`src/rtl/hazard_control_unit_if.sv`:
```
// Bundle between the pipeline hazard detection inputs and the front-end control outputs.
// The master drives the ID/EX status and receives the stall/flush controls and counters.
interface hazard_control_unit_if #(
  parameter int unsigned CNT_W = 16
);
  logic [4:0]       ID_rs1;
  logic [4:0]       ID_rs2;
  logic             ID_uses_rs1;
  logic             ID_uses_rs2;
  logic             ID_EX_mem_read;
  logic [4:0]       ID_EX_rd;
  logic             branch_taken;
  logic             ext_stall_req;
  logic             cnt_clr;
  logic             pc_write;
  logic             pc_src;
  logic             IF_ID_write;
  logic             IF_flush;
  logic             ID_EX_bubble;
  logic [CNT_W-1:0] stall_cnt;
  logic [CNT_W-1:0] flush_cnt;
  logic             hold_timeout;

  modport master (
    output ID_rs1, ID_rs2, ID_uses_rs1, ID_uses_rs2, ID_EX_mem_read, ID_EX_rd,
    output branch_taken, ext_stall_req, cnt_clr,
    input  pc_write, pc_src, IF_ID_write, IF_flush, ID_EX_bubble,
    input  stall_cnt, flush_cnt, hold_timeout
  );

  modport slave (
    input  ID_rs1, ID_rs2, ID_uses_rs1, ID_uses_rs2, ID_EX_mem_read, ID_EX_rd,
    input  branch_taken, ext_stall_req, cnt_clr,
    output pc_write, pc_src, IF_ID_write, IF_flush, ID_EX_bubble,
    output stall_cnt, flush_cnt, hold_timeout
  );
endinterface

```
`src/rtl/hazard_control_unit.sv`:
```
// Pipeline hazard controller: load-use stalls, branch flushes and external freezes,
// with saturating stall/flush counters and a sticky watchdog on long freezes.
module hazard_control_unit #(
  parameter int unsigned CNT_W        = 16,
  parameter int unsigned HOLD_TIMEOUT = 255
) (
  input logic clk,
  input logic reset_n,
  hazard_control_unit_if.slave bus
);

  localparam int unsigned HoldW = (HOLD_TIMEOUT < 1) ? 1 : $clog2(HOLD_TIMEOUT + 1);
  localparam logic [HoldW-1:0] HoldMax = HoldW'(HOLD_TIMEOUT);
  localparam logic [CNT_W-1:0] CntMax  = '1;

  typedef enum logic [1:0] {StRun, StLuStall, StHold} state_e;

  state_e             state_q, state_d;
  logic [HoldW-1:0]   hold_cnt_q, hold_cnt_d;
  logic [CNT_W-1:0]   stall_cnt_q, stall_cnt_d;
  logic [CNT_W-1:0]   flush_cnt_q, flush_cnt_d;
  logic               timeout_q, timeout_d;

  logic lu;
  logic pc_write, pc_src, if_id_write, if_flush, id_ex_bubble;

  assign lu = bus.ID_EX_mem_read && (bus.ID_EX_rd != 5'd0) &&
              ((bus.ID_uses_rs1 && (bus.ID_rs1 == bus.ID_EX_rd)) ||
               (bus.ID_uses_rs2 && (bus.ID_rs2 == bus.ID_EX_rd)));

  always_comb begin
    pc_write     = 1'b1;
    if_id_write  = 1'b1;
    pc_src       = 1'b0;
    if_flush     = 1'b0;
    id_ex_bubble = 1'b0;
    state_d      = StRun;
    unique case (state_q)
      // A HOLD cycle that samples ext_stall_req low is the exit cycle and already behaves as RUN.
      StRun, StHold: begin
        if (bus.ext_stall_req) begin
          pc_write    = 1'b0;
          if_id_write = 1'b0;
          state_d     = StHold;
        end else if (bus.branch_taken) begin
          pc_src   = 1'b1;
          if_flush = 1'b1;
        end else if (lu) begin
          pc_write     = 1'b0;
          if_id_write  = 1'b0;
          id_ex_bubble = 1'b1;
          state_d      = StLuStall;
        end
      end
      // The bubble is already in EX, so lu is not re-evaluated here.
      StLuStall: begin
        if (bus.ext_stall_req) begin
          pc_write    = 1'b0;
          if_id_write = 1'b0;
          state_d     = StHold;
        end else if (bus.branch_taken) begin
          pc_src   = 1'b1;
          if_flush = 1'b1;
        end
      end
      default: state_d = StRun;
    endcase
  end

  always_comb begin
    hold_cnt_d = '0;
    if (state_d == StHold) begin
      hold_cnt_d = (hold_cnt_q == HoldMax) ? hold_cnt_q : hold_cnt_q + HoldW'(1);
    end

    timeout_d = timeout_q | (hold_cnt_d == HoldMax);
    if (bus.cnt_clr) timeout_d = 1'b0;

    stall_cnt_d = stall_cnt_q;
    flush_cnt_d = flush_cnt_q;
    if (bus.cnt_clr) begin
      stall_cnt_d = '0;
      flush_cnt_d = '0;
    end else begin
      if (!pc_write && (stall_cnt_q != CntMax)) stall_cnt_d = stall_cnt_q + CNT_W'(1);
      if (if_flush && (flush_cnt_q != CntMax))  flush_cnt_d = flush_cnt_q + CNT_W'(1);
    end
  end

  always_ff @(posedge clk or negedge reset_n) begin
    if (!reset_n) begin
      state_q     <= StRun;
      hold_cnt_q  <= '0;
      stall_cnt_q <= '0;
      flush_cnt_q <= '0;
      timeout_q   <= 1'b0;
    end else begin
      state_q     <= state_d;
      hold_cnt_q  <= hold_cnt_d;
      stall_cnt_q <= stall_cnt_d;
      flush_cnt_q <= flush_cnt_d;
      timeout_q   <= timeout_d;
    end
  end

  // Controls are forced low for as long as reset is held.
  assign bus.pc_write     = reset_n & pc_write;
  assign bus.pc_src       = reset_n & pc_src;
  assign bus.IF_ID_write  = reset_n & if_id_write;
  assign bus.IF_flush     = reset_n & if_flush;
  assign bus.ID_EX_bubble = reset_n & id_ex_bubble;
  assign bus.stall_cnt    = stall_cnt_q;
  assign bus.flush_cnt    = flush_cnt_q;
  assign bus.hold_timeout = timeout_q;

endmodule

```
`src/flat_wrapper.sv`:
```
// flat-port wrapper written by rule: the top's interface ports become plain ports
module hazard_control_unit_flat 
#(
  parameter int unsigned CNT_W        = 16,
  parameter int unsigned HOLD_TIMEOUT = 255
)
  (clk, reset_n, bus_ID_rs1, bus_ID_rs2, bus_ID_uses_rs1, bus_ID_uses_rs2, bus_ID_EX_mem_read, bus_ID_EX_rd, bus_branch_taken, bus_ext_stall_req, bus_cnt_clr, bus_pc_write, bus_pc_src, bus_IF_ID_write, bus_IF_flush, bus_ID_EX_bubble, bus_stall_cnt, bus_flush_cnt, bus_hold_timeout);
  hazard_control_unit_if #(.CNT_W(CNT_W)) bus_i ();
  input logic clk;
  input logic reset_n;
  input wire logic [$bits(bus_i.ID_rs1)-1:0] bus_ID_rs1;
  input wire logic [$bits(bus_i.ID_rs2)-1:0] bus_ID_rs2;
  input wire logic [$bits(bus_i.ID_uses_rs1)-1:0] bus_ID_uses_rs1;
  input wire logic [$bits(bus_i.ID_uses_rs2)-1:0] bus_ID_uses_rs2;
  input wire logic [$bits(bus_i.ID_EX_mem_read)-1:0] bus_ID_EX_mem_read;
  input wire logic [$bits(bus_i.ID_EX_rd)-1:0] bus_ID_EX_rd;
  input wire logic [$bits(bus_i.branch_taken)-1:0] bus_branch_taken;
  input wire logic [$bits(bus_i.ext_stall_req)-1:0] bus_ext_stall_req;
  input wire logic [$bits(bus_i.cnt_clr)-1:0] bus_cnt_clr;
  output wire logic [$bits(bus_i.pc_write)-1:0] bus_pc_write;
  output wire logic [$bits(bus_i.pc_src)-1:0] bus_pc_src;
  output wire logic [$bits(bus_i.IF_ID_write)-1:0] bus_IF_ID_write;
  output wire logic [$bits(bus_i.IF_flush)-1:0] bus_IF_flush;
  output wire logic [$bits(bus_i.ID_EX_bubble)-1:0] bus_ID_EX_bubble;
  output wire logic [$bits(bus_i.stall_cnt)-1:0] bus_stall_cnt;
  output wire logic [$bits(bus_i.flush_cnt)-1:0] bus_flush_cnt;
  output wire logic [$bits(bus_i.hold_timeout)-1:0] bus_hold_timeout;
  assign bus_i.ID_rs1 = bus_ID_rs1;
  assign bus_i.ID_rs2 = bus_ID_rs2;
  assign bus_i.ID_uses_rs1 = bus_ID_uses_rs1;
  assign bus_i.ID_uses_rs2 = bus_ID_uses_rs2;
  assign bus_i.ID_EX_mem_read = bus_ID_EX_mem_read;
  assign bus_i.ID_EX_rd = bus_ID_EX_rd;
  assign bus_i.branch_taken = bus_branch_taken;
  assign bus_i.ext_stall_req = bus_ext_stall_req;
  assign bus_i.cnt_clr = bus_cnt_clr;
  assign bus_pc_write = bus_i.pc_write;
  assign bus_pc_src = bus_i.pc_src;
  assign bus_IF_ID_write = bus_i.IF_ID_write;
  assign bus_IF_flush = bus_i.IF_flush;
  assign bus_ID_EX_bubble = bus_i.ID_EX_bubble;
  assign bus_stall_cnt = bus_i.stall_cnt;
  assign bus_flush_cnt = bus_i.flush_cnt;
  assign bus_hold_timeout = bus_i.hold_timeout;
  hazard_control_unit #(.CNT_W(CNT_W), .HOLD_TIMEOUT(HOLD_TIMEOUT)) u_core (.clk(clk), .reset_n(reset_n), .bus(bus_i));
endmodule
```
`config.mk`:
```
export PLATFORM = sky130hd
export DESIGN_NAME = hazard_control_unit_flat
export DESIGN_NICKNAME = d
export VERILOG_FILES = /design/src/rtl/hazard_control_unit_if.sv /design/src/rtl/hazard_control_unit.sv /design/src/flat_wrapper.sv
export SDC_FILE = /design/constraint.sdc
export NUM_CORES = 1
export LEC_CHECK = 0
export CORE_MARGIN = 2
export CORE_UTILIZATION = 49
export DETAILED_ROUTE_END_ITERATION = 7
export GPL_TIMING_DRIVEN = 1
export HOLD_SLACK_MARGIN = 0.06
export PLACE_DENSITY = 0.8
export SLEW_MARGIN = 5
export SYNTH_ARGS = -nofsm -noshare
export SYNTH_HDL_FRONTEND = slang
export SYNTH_SLANG_ARGS = --single-unit
```
`constraint.sdc`:
```
create_clock -name clk -period 3.4 [get_ports clk]
set_input_delay 0.85 -clock clk [delete_from_list [all_inputs] [get_ports clk]]
set_output_delay 0.85 -clock clk [all_outputs]
set_load 0.01 [all_outputs]
```
# == Yosys cells after proc, flatten, opt, wreduce, memory -nomap -nowiden ==
# Cells that the tools add are included.
# classes
addsub,3
n_reduce_logical,14
bitwise_logic,4
shifts,0
n_mux,24
n_eq_ne,9
div_mod_pow,0
magnitude_cmp,0
multipliers,0
# op_table
op,count
$mux W16,4
$add A16 B1 Y16 const B,2
$ne A16 B16 Y1 const B,2
$eq A8 B8 Y1 const B,2
$mux W8,2
$mux W1,13
$eq A5 B5 Y1,2
$add A8 B1 Y8 const B,1
$logic_and A1 B1 Y1,6
$mux W2,3
$reduce_bool A5 Y1,1
$eq A2 B2 Y1 const B,2
$pmux W2 S2,1
$reduce_bool A2 Y1,2
$and A1 B1 Y1,3
$reduce_or A3 Y1,1
$eq A2 B1 Y1 const B,1
$logic_not A2 Y1,1
$pmux W1 S2,1
$reduce_or A2 Y1,1
$logic_not A1 Y1,1
$logic_or A1 B1 Y1,1
$or A1 B1 Y1,1
# totals
output_inout_bits,38
regBits,43
inputBits,23
latch_bits,0
ramBits,0
word_cells,59
mem_bits_ro,0
n_memories,0

# == Longest topological paths before layout ==
# depth
ltp_word,13
depth_mapped,7
depth_no_buf,7

# == Worst setup path before layout ==
# Ideal clock, no wire load.
# synth_path
path_type,in2out
from,in bus_ID_EX_rd[0]
to,out bus_pc_write
required_time_ns,2.550
stages,7
setup_slack_ns,0.260
path_buffers,2
t_arrival_ns,2.290
path_cell_list,or4_1 nor2_1 nor4b_2 a21oi_4 buf_2 and2_1 buf_4
# synth_via
elab_chain_cells,9
word_cells_on_any_way,13
cone_classes,eq/ne: 2; mux: 4; bitwise: 1; reduce/logical: 6
# synth_rtl
item,line_no,rtl
from (decl),flat_wrapper.sv:16,input wire logic [$bits(bus_i.ID_EX_rd)-1:0] bus_ID_EX_rd;
$eq A5 B5 Y1 (on tied branches),"hazard_control_unit.sv:28, hazard_control_unit.sv:29",
$logic_and A1 B1 Y1 (on tied branches),"hazard_control_unit.sv:28, hazard_control_unit.sv:29",
$logic_or A1 B1 Y1,hazard_control_unit.sv:28,((bus.ID_uses_rs1 && (bus.ID_rs1 == bus.ID_EX_rd)) ||
$logic_and A1 B1 Y1 *,hazard_control_unit.sv:27,assign lu = bus.ID_EX_mem_read && (bus.ID_EX_rd != 5'd0) &&
$mux W1 * (3 in series),-,
$pmux W1 S2 *,-,
$and A1 B1 Y1 *,-,
to (decl),flat_wrapper.sv:20,output wire logic [$bits(bus_i.pc_write)-1:0] bus_pc_write;
# Mark *: on every way between the ends. The rest lies on a longest branch, timed or not.

# == Worst setup path in the final report ==
# layout_path
from,in bus_ID_EX_rd[0]
to,out bus_IF_ID_write
# layout_via
elab_chain_cells,9
word_cells_on_any_way,13
cone_classes,eq/ne: 2; mux: 4; bitwise: 1; reduce/logical: 6
# layout_rtl
item,line_no,rtl
$eq A5 B5 Y1 (on tied branches),"hazard_control_unit.sv:28, hazard_control_unit.sv:29",
$logic_and A1 B1 Y1 (on tied branches),"hazard_control_unit.sv:28, hazard_control_unit.sv:29",
$logic_or A1 B1 Y1,hazard_control_unit.sv:28,
$logic_and A1 B1 Y1 *,hazard_control_unit.sv:27,
$mux W1 *,hazard_control_unit.sv:48,end else if (lu) begin
$mux W1 *,hazard_control_unit.sv:45,end else if (bus.branch_taken) begin
$mux W1 *,hazard_control_unit.sv:41,if (bus.ext_stall_req) begin
$pmux W1 S2 *,hazard_control_unit.sv:38,unique case (state_q)
$and A1 B1 Y1 *,hazard_control_unit.sv:109,assign bus.IF_ID_write = reset_n & if_id_write;
to (decl),flat_wrapper.sv:22,output wire logic [$bits(bus_i.IF_ID_write)-1:0] bus_IF_ID_write;
# Marked as above.

==> impl_metrics.ini <==
[critical_path]
reg2reg_depth = 5
path_class = input port to primary output
max_stage_delay_ns = 0.55
reg2reg_from = u_core.bus.stall_cnt[5]
crit_path_start = bus_ID_EX_rd[0]
worstPathArrival_ns = 2.45
critPathCaptureType = primary output
worst-endpoint-required_ns = 2.55
crit_path_top_delay_cell = or4_4
path_max_fanout = 2
crit_chain = clkdlybuf4s50_1 > or4_4 > nor2_4 > nor4b_4 > a21oi_4 > and2_4 > buf_2
cp-start-kind = input port

[final_layout]
final_cell_mix = clkdlybuf4s50_1, dfrtp_1, nor2_1, xnor2_1, a21oi_1
num_antenna_cells = 0
post_route_cells_drive_above_1_share_pct = 10.0
fillCellCount = 384
final_common_cell = clkdlybuf4s50_1
area_delta_synth_final_pct = 33.6
finalNetCount = 356
fin_area_sq_mm = 0.00329

[power]
p_sw_share_pct = 24.0
vdd_ir_drop_max_v = 0.000298
powerDensity_mw_per_mm2 = 296
clkPwrFrac_pct = 33.2
power_switching_mw = 0.233
pwr-share-seq_pct = 54.1
p_leak_nw = 1.35
pwr-share-comb_pct = 12.7
intPower_mw = 0.740

[sta]
worstMarginPinSlew_ns = 0.907
period_needed_ns = 3.30
finalCritPeriodShare_pct = 97.1
drv_slew = 0
fmax_ghz = 0.303
rsz0062_at_grt = false
max_slew_margin_pct = 39.2
fin_skew_ns = 0.00532
timing.final.ws_setup_ns = 0.0984
final_hold_viol_count = 0
setup_violations = 0

[detailed_routing]
drtIter0Drc = 201
met2_length_mm = 2.83
drt-met1-wl_mm = 2.61
drt_first_pass_iters = 4
wl_mm = 5.78
wl_met3_um = 307
routedWlPerCell_um = 14.6
top_layer = met4
drc = 0
vias_per_cell = 5.57
ant_nets = 0
dr_total_vias = 2213

[synthesis]
syn_area_per_cell_sq_um = 9.44
ys_seq_elements = 43
ys_warn_count = 0
syn_nets = 287
synthFlopType = dfrtp_1
netlist_area_sq_mm = 0.00246
netlist-cell-type-count = 48
async_reset_ff_share_pct = 100
synthCells = 261
synth_edf_count = 0
synth_seq_area_share_pct = 43.7

[hold_path]
hold_depth = 2
hold_path.class = register to register
hp-start = u_core.bus.hold_timeout

[cts]
ctsLongestPathBuffers = 2
post-cts-setup-buffers = 0
cts-hold-fix-buffers = 0
cts_tree = built
clk_latency_ns = 0.29
numCtsBuffers = 5
path_clk_slew_ns = 0.08
htreeDepth = 2
root_buffer = clkbuf_8
cts.sinks = 43

[floorplan]
die_h_um = 74.9
start_util_pct = 51.5
die_w_um = 74.9
die_area_sq_mm = 0.00561
fp.coreArea_sq_mm = 0.00479
io_pins = 61
rows = 25

[global_route]
antenna_found_initial = 0
grt_pass1_vias = 2168
grt_pass1_wl_mm = 10.0
gr-total-overflow = 0
grt_max_degree = 44
track_usage_pct = 22.9

[placement]
place_area_sq_mm = 0.00318
io_buffers = 60
post-place-ws_ns = -0.349
dpl.hpwl_mm = 4.18
gp_congestion = 0.915

[run_status]
status = finished clean

[job]
maxCapViolations = 0
## worst max-delay path: cells and delay by family
kind	cells	cell delay [ns]
AOI/OAI and AO/OA	1	0.15
buffers and inverters	2	0.53
and+or+nand+nor	4	0.91
## power by group through the flow
stage          Sequential [mW]  Combinational [mW]  Clock, mW
6_report                 0.527               0.123      0.324
5_1_grt                  0.528               0.136      0.350
4_1_cts                  0.527               0.123      0.334
3_5_place_dp             0.537               0.121          0
3_3_place_gp             0.536               0.119          0
2_1_floorplan            0.536              0.0509          0
## through the flow
step	hold WS, ns	utilization [%]	cells	setup TNS [ns]	power [mW]
after detailed placement	0.526	66.4	390	-0.894	0.658
after global placement	0.523	66.4	390	-0.854	0.655
after CTS	0.538	68.4	397	0	0.984
final	0.534	68.8	397	0	0.974
after global routing	0.577	68.8	397	0	1.01
after floorplan	0.532	-	261	0	0.587
## final timing paths
| kind | endpoint | slack [ns] |
|---|---|---|
| worst max-delay path | bus_IF_ID_write | 0.1 |
| min in group asynchronous | u_core.bus.stall_cnt[11] | 0.66 |
| max in group asynchronous | u_core.bus.flush_cnt[9] | 2.36 |
| worst min register to register | u_core.bus.hold_timeout | 0.53 |
| worst min-delay path | u_core.bus.hold_timeout | 0.53 |
| worst max register to register | u_core.bus.stall_cnt[9] | 1.13 |
## what timing repair did
item / in CTS / in global routing
setup endpoints to repair: 3 / 1
gates resized for setup: 14 / 4
pin swaps: 1 / 0
## final cells by class
cell class | count | area (sq um) | area share, %
Clock buffer | 6 | 82.6 | 2.51
Clock inverter | 1 | 5.00 | 0.152
Inverter | 5 | 18.8 | 0.570
Multi-Input combinational cell | 203 | 1350 | 40.9
Sequential cell | 43 | 1080 | 32.7
Tap cell | 67 | 83.8 | 2.55
Timing Repair Buffer | 72 | 678 | 20.6
## cells by family (layout without fill, tap and decap cells)
group	after synthesis	count (layout)	synth area share, %
flip-flops	43	43	43.7
adder cells (fa/ha/maj)	3	3	1.52
XOR/XNOR	23	23	8.18
multiplexers	8	8	3.50
AND/OR/NAND/NOR	125	125	29.1
buffers and inverters	15	84	3.05
AO/OA/AOI/OAI	44	44	11.0
## cell usage after synthesis (all sizes together) (5+ instances only)
master | count | area [sq um]
a21oi | 16 | 91.3
and3 | 7 | 43.8
and4 | 6 | 55.1
buf | 6 | 41.3
dfrtp | 43 | 1080
inv | 5 | 18.8
mux2 | 5 | 56.3
nand2 | 14 | 52.6
nand3 | 12 | 60.1
nand4 | 7 | 58.8
nor2 | 36 | 135
nor4 | 5 | 31.3
o21ai | 14 | 70.1
or3 | 10 | 62.6
xnor2 | 18 | 158
xor2 | 5 | 43.8
## registers in the layout, indices dropped and copies added, names as in the netlist
| signal | count |
|---|---|
| u_core.bus.hold_timeout | 1 |
| u_core.state_q | 2 |
| u_core.hold_cnt_q | 8 |
| u_core.bus.stall_cnt | 16 |
| u_core.bus.flush_cnt | 16 |
## metal layers
metal / global-route usage, % / vias up
li1: - / 1082
met1: 32.4 / 1060
met2: 37.0 / 67
met3: 4.02 / 4
met4: 4.96 / 0
met5: 0 / -
(Power assumes the default switching activity.)
